--- src/rtl/rv32i_fetch_queue.sv ---
// RV32I instruction fetch queue: issues word-aligned fetches to a fixed one-cycle-latency
// instruction memory and buffers {pc, inst, fault} entries for the decode/execute stage.
module rv32i_fetch_queue #(
    parameter int unsigned     XLEN     = 32,
    parameter int unsigned     DEPTH    = 4,
    parameter logic [XLEN-1:0] RESET_PC = '0
) (
    input  logic            clk,
    input  logic            reset,
    input  logic            redirect_valid,
    input  logic [XLEN-1:0] redirect_pc,
    output logic            imem_req_valid,
    output logic [XLEN-1:0] imem_addr,
    input  logic            imem_wait,
    input  logic [XLEN-1:0] imem_rdata,
    input  logic            imem_badmem_e,
    output logic            out_valid,
    input  logic            out_ready,
    output logic [XLEN-1:0] out_pc,
    output logic [XLEN-1:0] out_inst,
    output logic            out_badmem
);

    localparam int unsigned PW   = $clog2(DEPTH);
    localparam logic [PW:0] FULL = (PW+1)'(DEPTH);

    localparam logic [0:0] FETCH = 1'b0;
    localparam logic [0:0] HALT  = 1'b1;

    logic [0:0]      state;
    logic [XLEN-1:0] fetch_pc;
    logic [XLEN-1:0] inflight_pc;
    logic            inflight;
    logic [PW-1:0]   head;
    logic [PW-1:0]   tail;
    logic [PW:0]     count;

    logic [XLEN-1:0] pc_mem   [DEPTH];
    logic [XLEN-1:0] inst_mem [DEPTH];
    logic [DEPTH-1:0] bad_mem;

    logic            accept;
    logic            push;
    logic            pop;
    logic            fault_arriving;
    logic [PW+1:0]   occupancy;
    logic            redirect_lo_unused;

    assign redirect_lo_unused = ^redirect_pc[1:0];

    assign occupancy      = {1'b0, count} + {{(PW+1){1'b0}}, inflight};
    // A faulting response halts fetch this very cycle, so the next sequential address is never requested.
    assign fault_arriving = inflight && imem_badmem_e;
    assign imem_req_valid = (state == FETCH) && !redirect_valid && !reset
                            && (occupancy < {1'b0, FULL}) && !fault_arriving;
    assign imem_addr      = fetch_pc;
    assign accept         = imem_req_valid && !imem_wait;

    assign push      = inflight && !redirect_valid && !reset;
    assign out_valid = (count != '0) && !redirect_valid && !reset;
    assign pop       = out_valid && out_ready;

    assign out_pc     = pc_mem[head];
    assign out_inst   = inst_mem[head];
    assign out_badmem = bad_mem[head];

    always_ff @(posedge clk) begin
        if (reset) begin
            state    <= FETCH;
            fetch_pc <= RESET_PC;
            inflight <= 1'b0;
            head     <= '0;
            tail     <= '0;
            count    <= '0;
        end else if (redirect_valid) begin
            state    <= FETCH;
            fetch_pc <= {redirect_pc[XLEN-1:2], 2'b00};
            inflight <= 1'b0;
            head     <= '0;
            tail     <= '0;
            count    <= '0;
        end else begin
            inflight <= accept;
            if (accept) begin
                fetch_pc    <= fetch_pc + XLEN'(4);
                inflight_pc <= fetch_pc;
            end
            if (push) begin
                tail <= tail + PW'(1);
                if (imem_badmem_e) begin
                    state <= HALT;
                end
            end
            if (pop) begin
                head <= head + PW'(1);
            end
            unique case ({push, pop})
                2'b10:   count <= count + (PW+1)'(1);
                2'b01:   count <= count - (PW+1)'(1);
                default: ;
            endcase
        end
    end

    always_ff @(posedge clk) begin
        if (push) begin
            pc_mem[tail]   <= inflight_pc;
            inst_mem[tail] <= imem_rdata;
            bad_mem[tail]  <= imem_badmem_e;
        end
    end

    // Request throttling must keep this unreachable.
    assert property (@(posedge clk) disable iff (reset) !(push && count == FULL));

endmodule
--- config.mk ---
export PLATFORM = sky130hd
export DESIGN_NAME = rv32i_fetch_queue
export DESIGN_NICKNAME = d
export VERILOG_FILES = /design/src/rtl/rv32i_fetch_queue.sv
export SDC_FILE = /design/constraint.sdc
export NUM_CORES = 1
export LEC_CHECK = 0
export ABC_AREA = 1
export ABC_CLOCK_PERIOD_IN_PS = 4600
export CORE_ASPECT_RATIO = 0.6
export CORE_MARGIN = 1.5
export CORE_UTILIZATION = 45
export CTS_CLUSTER_DIAMETER = 60
export DETAILED_ROUTE_END_ITERATION = 10
export GPL_ROUTABILITY_DRIVEN = 0
export PLACE_DENSITY_LB_ADDON = 0.05
export SYNTH_ARGS = -nofsm -noshare
export SYNTH_HDL_FRONTEND = slang
export SYNTH_SLANG_ARGS = --single-unit
--- constraint.sdc ---
create_clock -name clk -period 4.6 [get_ports clk]
set_clock_uncertainty 0.1 [all_clocks]
set_input_delay 0.69 -clock clk [delete_from_list [all_inputs] [get_ports clk]]
set_output_delay 0.69 -clock clk [all_outputs]
set_load 0.01 [all_outputs]
* After elaboration in Yosys (flattened, before gate mapping)
Memory sizes are Yosys's and may differ from the RTL's. A register that Yosys moved wholly into a read port is not among the register bits.
Cells that the tools add are included.
** Cells by class
- Bitwise gates (word level) :: 3
- Equal/unequal tests :: 2
- Divide/modulo/power cells :: 0
- Multiplexer cells :: 14
- Multiply operators :: 0
- $add $sub $neg :: 6
- Shift operators :: 0
- Reduce and logical (&&, ||, !) cells :: 22
- $lt $le $gt $ge :: 4
** Operator list (count)
- $mux 32 :: 2
- $add 32x3->32 const B :: 1
- $logic_and 1x1->1 :: 12
- $mux 2 :: 4
- $lt 2x3->1 const B :: 2
- $pmux 3 s2 :: 1
- $add 2x1->2 const B :: 2
- $add 3x1->4 :: 1
- $bwmux 4 :: 1
- $logic_not 1->1 :: 4
- $lt 4x3->1 const B :: 1
- $mux 1 :: 4
- $reduce_bool 2->1 :: 2
- $add 3x1->3 const B :: 1
- $not 1->1 :: 3
- $reduce_and 3->1 :: 1
- $reduce_bool 3->1 :: 1
- $sub 3x1->3 const B :: 1
- $bmux 1 s2 :: 1
- $demux 1 s2 :: 1
- $eq 2x1->1 const B :: 1
- $eq 2x2->1 const B :: 1
- $ge 2x1->1 const B :: 1
- $reduce_and 2->1 :: 1
- $reduce_or 2->1 :: 1
** Word-level totals
- Memories :: 2
- Latch bits :: 0
- Output and inout bits :: 99
- Flip-flop bits (word level) :: 77
- Logic and storage cells :: 62
- Input port bits :: 70
- ROM bits :: 0
- RAM bits :: 256
** Memory list
- inst_mem :: words 4, width 32, read ports 1, clocked after memory_dff 1, wr ports 1, line 39 : logic [XLEN-1:0] inst_mem [DEPTH];
- pc_mem :: words 4, width 32, read ports 1, clocked after memory_dff 1, wr ports 1, line 38 : logic [XLEN-1:0] pc_mem [DEPTH];

* Longest topological paths before layout
Gate-level depths: netlist of run 1.
- Depth in word-level cells :: 8
- Gate-level depth with buffers :: 13
- Gate-level depth less buffers :: 12

* Least setup slack after synthesis of run 1
OpenSTA, ideal clock, no wires.
- Kind :: input-to-reg
- Start :: input redirect_valid
- End :: register bad_mem[0] (enable)
- Required time :: 4.016 ns
- Stages on the path :: 6
- Setup time :: 0.484 ns
- Path slack :: 0.176 ns
- Arrival :: 3.840 ns
- Buffers on the path :: 1
- Cells stage by stage :: buf_6 -> inv_6 -> nand2_4 -> inv_1 -> nand2_1 -> nor2_1
** Between the ends
- Longest elaborated chain between the ends :: 3
** RTL lines
- from (decl) :: line 10 : input logic redirect_valid,
- $logic_not 1->1 :: line 59 : assign push = inflight && !redirect_valid && !reset;
- $logic_and 1x1->1 (2 in series) :: line 59
- to (signal, indexed assignment) :: line 109 : bad_mem[tail] <= imem_badmem_e;
- to (decl) :: line 40 : logic [DEPTH-1:0] bad_mem;
No other way between the ends.
A chain may end at the register's enable or synchronous reset.

==> flow_metrics.tcl, run 1 <==
set metrics [dict create \
    status "finished clean" \
    synth_edf_count 282 \
    io_buffers 162 \
    crit_fanout 80 \
    worstSetupPathType "reg -> out" \
    arrival_ns 3.16 \
    die_width_um 221 \
    cp-start-kind "flop" \
    wl_per_cell_um 18.0 \
    min_period_ns 3.95 \
    path_cells "buf_4, o21ai_0, o22ai_1, clkdlybuf4s50_1" \
    cp_num_buf_inv 2 \
    finalCritPeriodShare_pct 85.8 \
    max_stage_delay_ns 0.70 \
    finalWorstSetupSlack_ns 0.653 \
    hold_path_class "reg -> reg" \
    rows 47 \
    start_util_pct 46.2 \
    nets 1319 \
    crit_family "buffers and inverters" \
    drtPass1Iterations 5 \
    grt_usage_pct 19.8 \
    synthTopCellsByArea "edfxtp_1, dfxtp_1, o21ai_0" \
    netlist.area_leader.share_pct 65.7 \
    drc 0 \
    dr_total_vias 8449 \
    fp.dieH_um 134 \
    antenna_found_initial 0 \
    grt_max_degree 81 \
    cts_buffers 30 \
    synth.yosys.seq_area_share_pct 72.1 \
    antenna_left 0 \
    async_reset_ff_share_pct 0 \
    place_worst_setup_slack_ns 1.20 \
    yosysTopAreaCell "edfxtp_1" \
    hpwl_um 17600 \
    grt-ovfl-total 0 \
    ys_ff_latch 323 \
    ioPinCount 169 \
    cp.required_ns 3.81 \
    wl_um 29400 \
    postSynthAreaPerCell_sq_um 11.9 \
    power_per_cell_area_mw_per_mm2 385 \
    cts.sinks 323 \
    ys_warn_count 0 \
    cp-end-kind "output pin" \
    die-area_sq_mm 0.0297 \
    drtIter0Drc 538 \
    antenna_cells 0 \
    drv_slew 0 \
    yosys_most_used_dff "edfxtp_1" \
    yosys-top-cells-count "edfxtp_1, nor2_1, o21ai_0" \
    htreeDepth 1 \
    leakage_nw 5.42 \
    crit_slowest_cell "buf_4" \
    rsz0062_at_grt "false" \
    clk_pin_slew_worst_paths_ns 0.06 \
    power_mw 6.15 \
    worst_pin_slew_ns 0.816 \
    ys_types 38 \
    syn2layout_area_growth_pct 24.1 \
    synthCells 1086 \
    grt_pass1_wl_um 45700 \
    hold_violations 0 \
    fin_setup_tns_ns 0 \
    whs_ns 0.398 \
    coreArea_sq_mm 0.0279 \
    synth.most_common_cell "edfxtp_1" \
    fmax_ghz 0.253 \
    viasPerCell 5.18 \
    setup_violations 0 \
    syn_area_sq_mm 0.0129 \
    slew_headroom_pct 45.6 \
    grt_pass1_vias 7829 \
    cap_violations 0 \
    cts-hold-fix-buffers 0 \
    tritoncts "yes" \
    postCtsSetupRepairBufs 0 \
    clk_path_buf_depth 3 \
    ctsResizeCount 0 \
    cts_root_buf "clkbuf_16" \
    drive_gt1_share_pct 6.80 \
    clk_latency_ns 0.57 \
    ir_drop_uv 316 \
]
## final cells by class
class	instances	area, sq um
flip-flops and latches	323	9290
inverters	69	270
multi-input cells	641	3100
well taps	367	459
clock buffers	41	833
repair buffers	177	1800
fillers	2322	11900
clock inverters	14	233
## stage by stage
stage,utilization [%],cells,area [sq um]
after detailed placement,53.5,1577,14900
final,57.3,1632,16000
after global routing,57.3,1632,16000
after global placement,53.5,1577,14900
after floorplan,-,1089,12900
after CTS,57.3,1632,16000
## worst paths after layout
kind	startpoint	depth (start not counted)	slack, ns	to
max	flop	4	0.65	out_pc[23]
min	head[1]	2	0.40	flop
max reg2reg	inflight	11	2.51	imem_addr[13]
min reg2reg	head[1]	2	0.40	flop
## state kept, by name, indices dropped and copies added, names as in the netlist, named ones only
signal,count
inflight,1
bad_mem,4
inst_mem,128
count,3
pc_mem,120
imem_addr,30
state,1
head,2
inflight_pc,30
tail,2
## power by group
part           switching [mW]  total [mW]  internal [mW]
Sequential             0.0443        3.26           3.21
Clock                    1.06        2.67           1.61
Combinational           0.110       0.230          0.120
Total                    1.21        6.15           4.94
## metal layers
| metal | track usage [%] | part of all wire, % | vias to the layer above |
|---|---|---|---|
| met4 | 3.54 | 1.5 | 0 |
| li1 | - | - | 4153 |
| met1 | 30.0 | 50 | 4072 |
| met5 | 0 | 0 | - |
| met2 | 30.3 | 44 | 186 |
| met3 | 3.70 | 5.3 | 38 |
## worst register-to-register path: cells and delay by family, from the launching register on
family	cells	cell delay [ns]
buffers and inverters	3	0.62
AND/OR/NAND/NOR	8	0.87
flip-flops	1	0.44
## cells in the final DEF, fill, tap and decap left out, drive strengths merged, types with 15 or more instances in the layout
master / netlist / layout
clkbuf: 41 / 41
dfxtp: 41 / 41
inv: 68 / 69
o21ai: 144 / 144
a21oi: 28 / 28
edfxtp: 282 / 282
clkdlybuf4s50: 0 / 162
o22ai: 63 / 63
buf: 15 / 15
nand2: 138 / 138
nand3: 47 / 47
nor2: 184 / 184
## cell families after synthesis
logic type / count (synthesis) / synth area share (%)
XOR/XNOR: 9 / 0.612
other: 1 / 0.0291
buffers and inverters: 125 / 4.19
AND/OR/NAND/NOR: 376 / 11.9
AO/OA/AOI/OAI: 245 / 10.4
flip-flops: 323 / 72.1
adder cells (fa/ha/maj): 7 / 0.738
Note: power is estimated with default switching activity, not from simulation.
==> run 2, diff against run 1 <==
- PLACE_DENSITY: unset -> 0.68
- PLACE_DENSITY_LB_ADDON: 0.05 -> unset
- SETUP_SLACK_MARGIN: unset -> 0.05
==> run 2 against run 1 <==
Effect of this change:
- flip-flop and latch count unchanged
- final area down 0.41%
- core utilization shrank 0.23 points
==> flow_metrics.tcl, run 2 (synthesis gave the netlist of run 1 again) <==
set metrics [dict create \
    clk_pin_slew_worst_paths_ns 0.06 \
    top_register "inst_mem" \
    final_common_cell "edfxtp_1" \
    min_delay_path_depth 0 \
    nets 1321 \
    finalWorstSetupSlack_ns 0.766 \
    drc 0 \
    cts.sinks 323 \
    drive_gt1_share_pct 7.18 \
    worst_pin_slew_ns 0.864 \
    rsz0062_at_grt "false" \
    cp.depth 4 \
    path_cells "buf_4, o21ai_0, o22ai_1, clkdlybuf4s50_1" \
    io_buffers 162 \
    start_util_pct 46.2 \
    viasPerCell 5.34 \
    r2r_cells 10 \
    min_period_ns 3.83 \
    finalCritPeriodShare_pct 83.4 \
    clk_path_buf_depth 3 \
    antenna_left 0 \
    ir_drop_uv 291 \
    coreArea_sq_mm 0.0279 \
    rows 47 \
    cp-end-kind "output pin" \
    htreeDepth 1 \
    leakage_nw 5.40 \
    antenna_found_initial 0 \
    drv_slew 0 \
    cp-start-kind "flop" \
    cts-hold-fix-buffers 0 \
    fmax_ghz 0.261 \
    cts_root_buf "clkbuf_16" \
    mostFrequentLayoutCells "edfxtp_1, nor2_1, clkdlybuf4s50_1" \
    regArea_sq_mm 0.00929 \
    clk_latency_ns 0.56 \
    grt-ovfl-total 0 \
    wl_um 30300 \
    worstSetupPathType "reg -> out" \
    multiInputGateArea_sq_mm 0.00310 \
    crit_family "buffers and inverters" \
    grt_max_degree 83 \
    dr_total_vias 8726 \
    cts_buffers 30 \
    drtIter0Drc 838 \
    power_per_cell_area_mw_per_mm2 377 \
    cp_num_buf_inv 2 \
    crit_fanout 68 \
    nFillCells 2325 \
    place_worst_setup_slack_ns 1.17 \
    grt_usage_pct 20.2 \
    max_stage_delay_ns 0.82 \
    drtPass1Iterations 6 \
    largest_reg_flops 128 \
    grt_pass1_wl_um 46800 \
    tritoncts "yes" \
    postCtsSetupRepairBufs 0 \
    syn2layout_area_growth_pct 23.6 \
    ioPinCount 169 \
    status "finished clean" \
    die-area_sq_mm 0.0297 \
    hold_violations 0 \
    die_width_um 221 \
    antenna_cells 0 \
    grt_pass1_vias 8185 \
    reg.largest.list "inst_mem: 128 flops, pc_mem: 120 flops" \
    cap_violations 0 \
    hold_path_class "reg -> reg" \
    slew_headroom_pct 42.4 \
    hpwl_um 18800 \
    crit_slowest_cell "dfxtp_4" \
    fin_setup_tns_ns 0 \
    ctsResizeCount 0 \
    setup_violations 0 \
    wl_per_cell_um 18.5 \
    fp.dieH_um 134 \
    arrival_ns 3.04 \
    cp.required_ns 3.81 \
]
-- run 2: worst register-to-register path, delay by kind of cell, from the launching register on --
| family | cells | cell delay [ns] |
|---|---|---|
| buffers and inverters | 2 | 0.26 |
| and+or+nand+nor | 8 | 1.52 |
| DFF | 1 | 0.40 |
-- run 2: final cells by class --
class                           instances  area share (%)
Sequential cell                       323            58.4
Clock buffer                           39            5.31
Multi-Input combinational cell        641            19.4
Inverter                               69            1.70
Timing Repair Buffer                  179            11.2
Clock inverter                         17            1.04
Tap cell                              367            2.88
-- run 2: final timing paths --
| kind | start | endpoint | slack [ns] |
|---|---|---|---|
| setup / recovery | flop | out_pc[11] | 0.77 |
| setup reg to reg | inflight | imem_addr[13] | 2.21 |
| hold / removal | inflight_pc[11] | pc_mem[0][11] | 0.41 |
| hold reg to reg | inflight_pc[11] | pc_mem[0][11] | 0.41 |
-- run 2: through the flow --
stage | instances | cell area (sq um) | power (mW) | utilization, % | hold WS [ns]
2_1_floorplan | 1089 | 12900 | 3.40 | - | 0.359
3_3_place_gp | 1579 | 14900 | 3.55 | 53.5 | 0.376
3_5_place_dp | 1579 | 14900 | 3.55 | 53.5 | 0.387
4_1_cts | 1635 | 15900 | 6.06 | 57.1 | 0.404
5_1_grt | 1635 | 15900 | 6.19 | 57.1 | 0.433
6_report | 1635 | 15900 | 6.01 | 57.1 | 0.405
-- run 2: where the power goes --
group	internal [mW]	total, mW	switching (mW)
clock	1.46	2.51	1.05
sequential	3.21	3.26	0.0499
combinational	0.119	0.232	0.113
-- run 2: per-layer routing --
metal  track usage [%]  part of all wire (%)  vias to the layer above  wire, um
li1                  -                     -                     4149         -
met1              30.7                    48                     4220     14400
met2              30.3                    44                      307     13200
met3              4.05                   7.0                       50      2110
met4              3.65                   1.7                        0       524
met5                 0                     0                        -         0
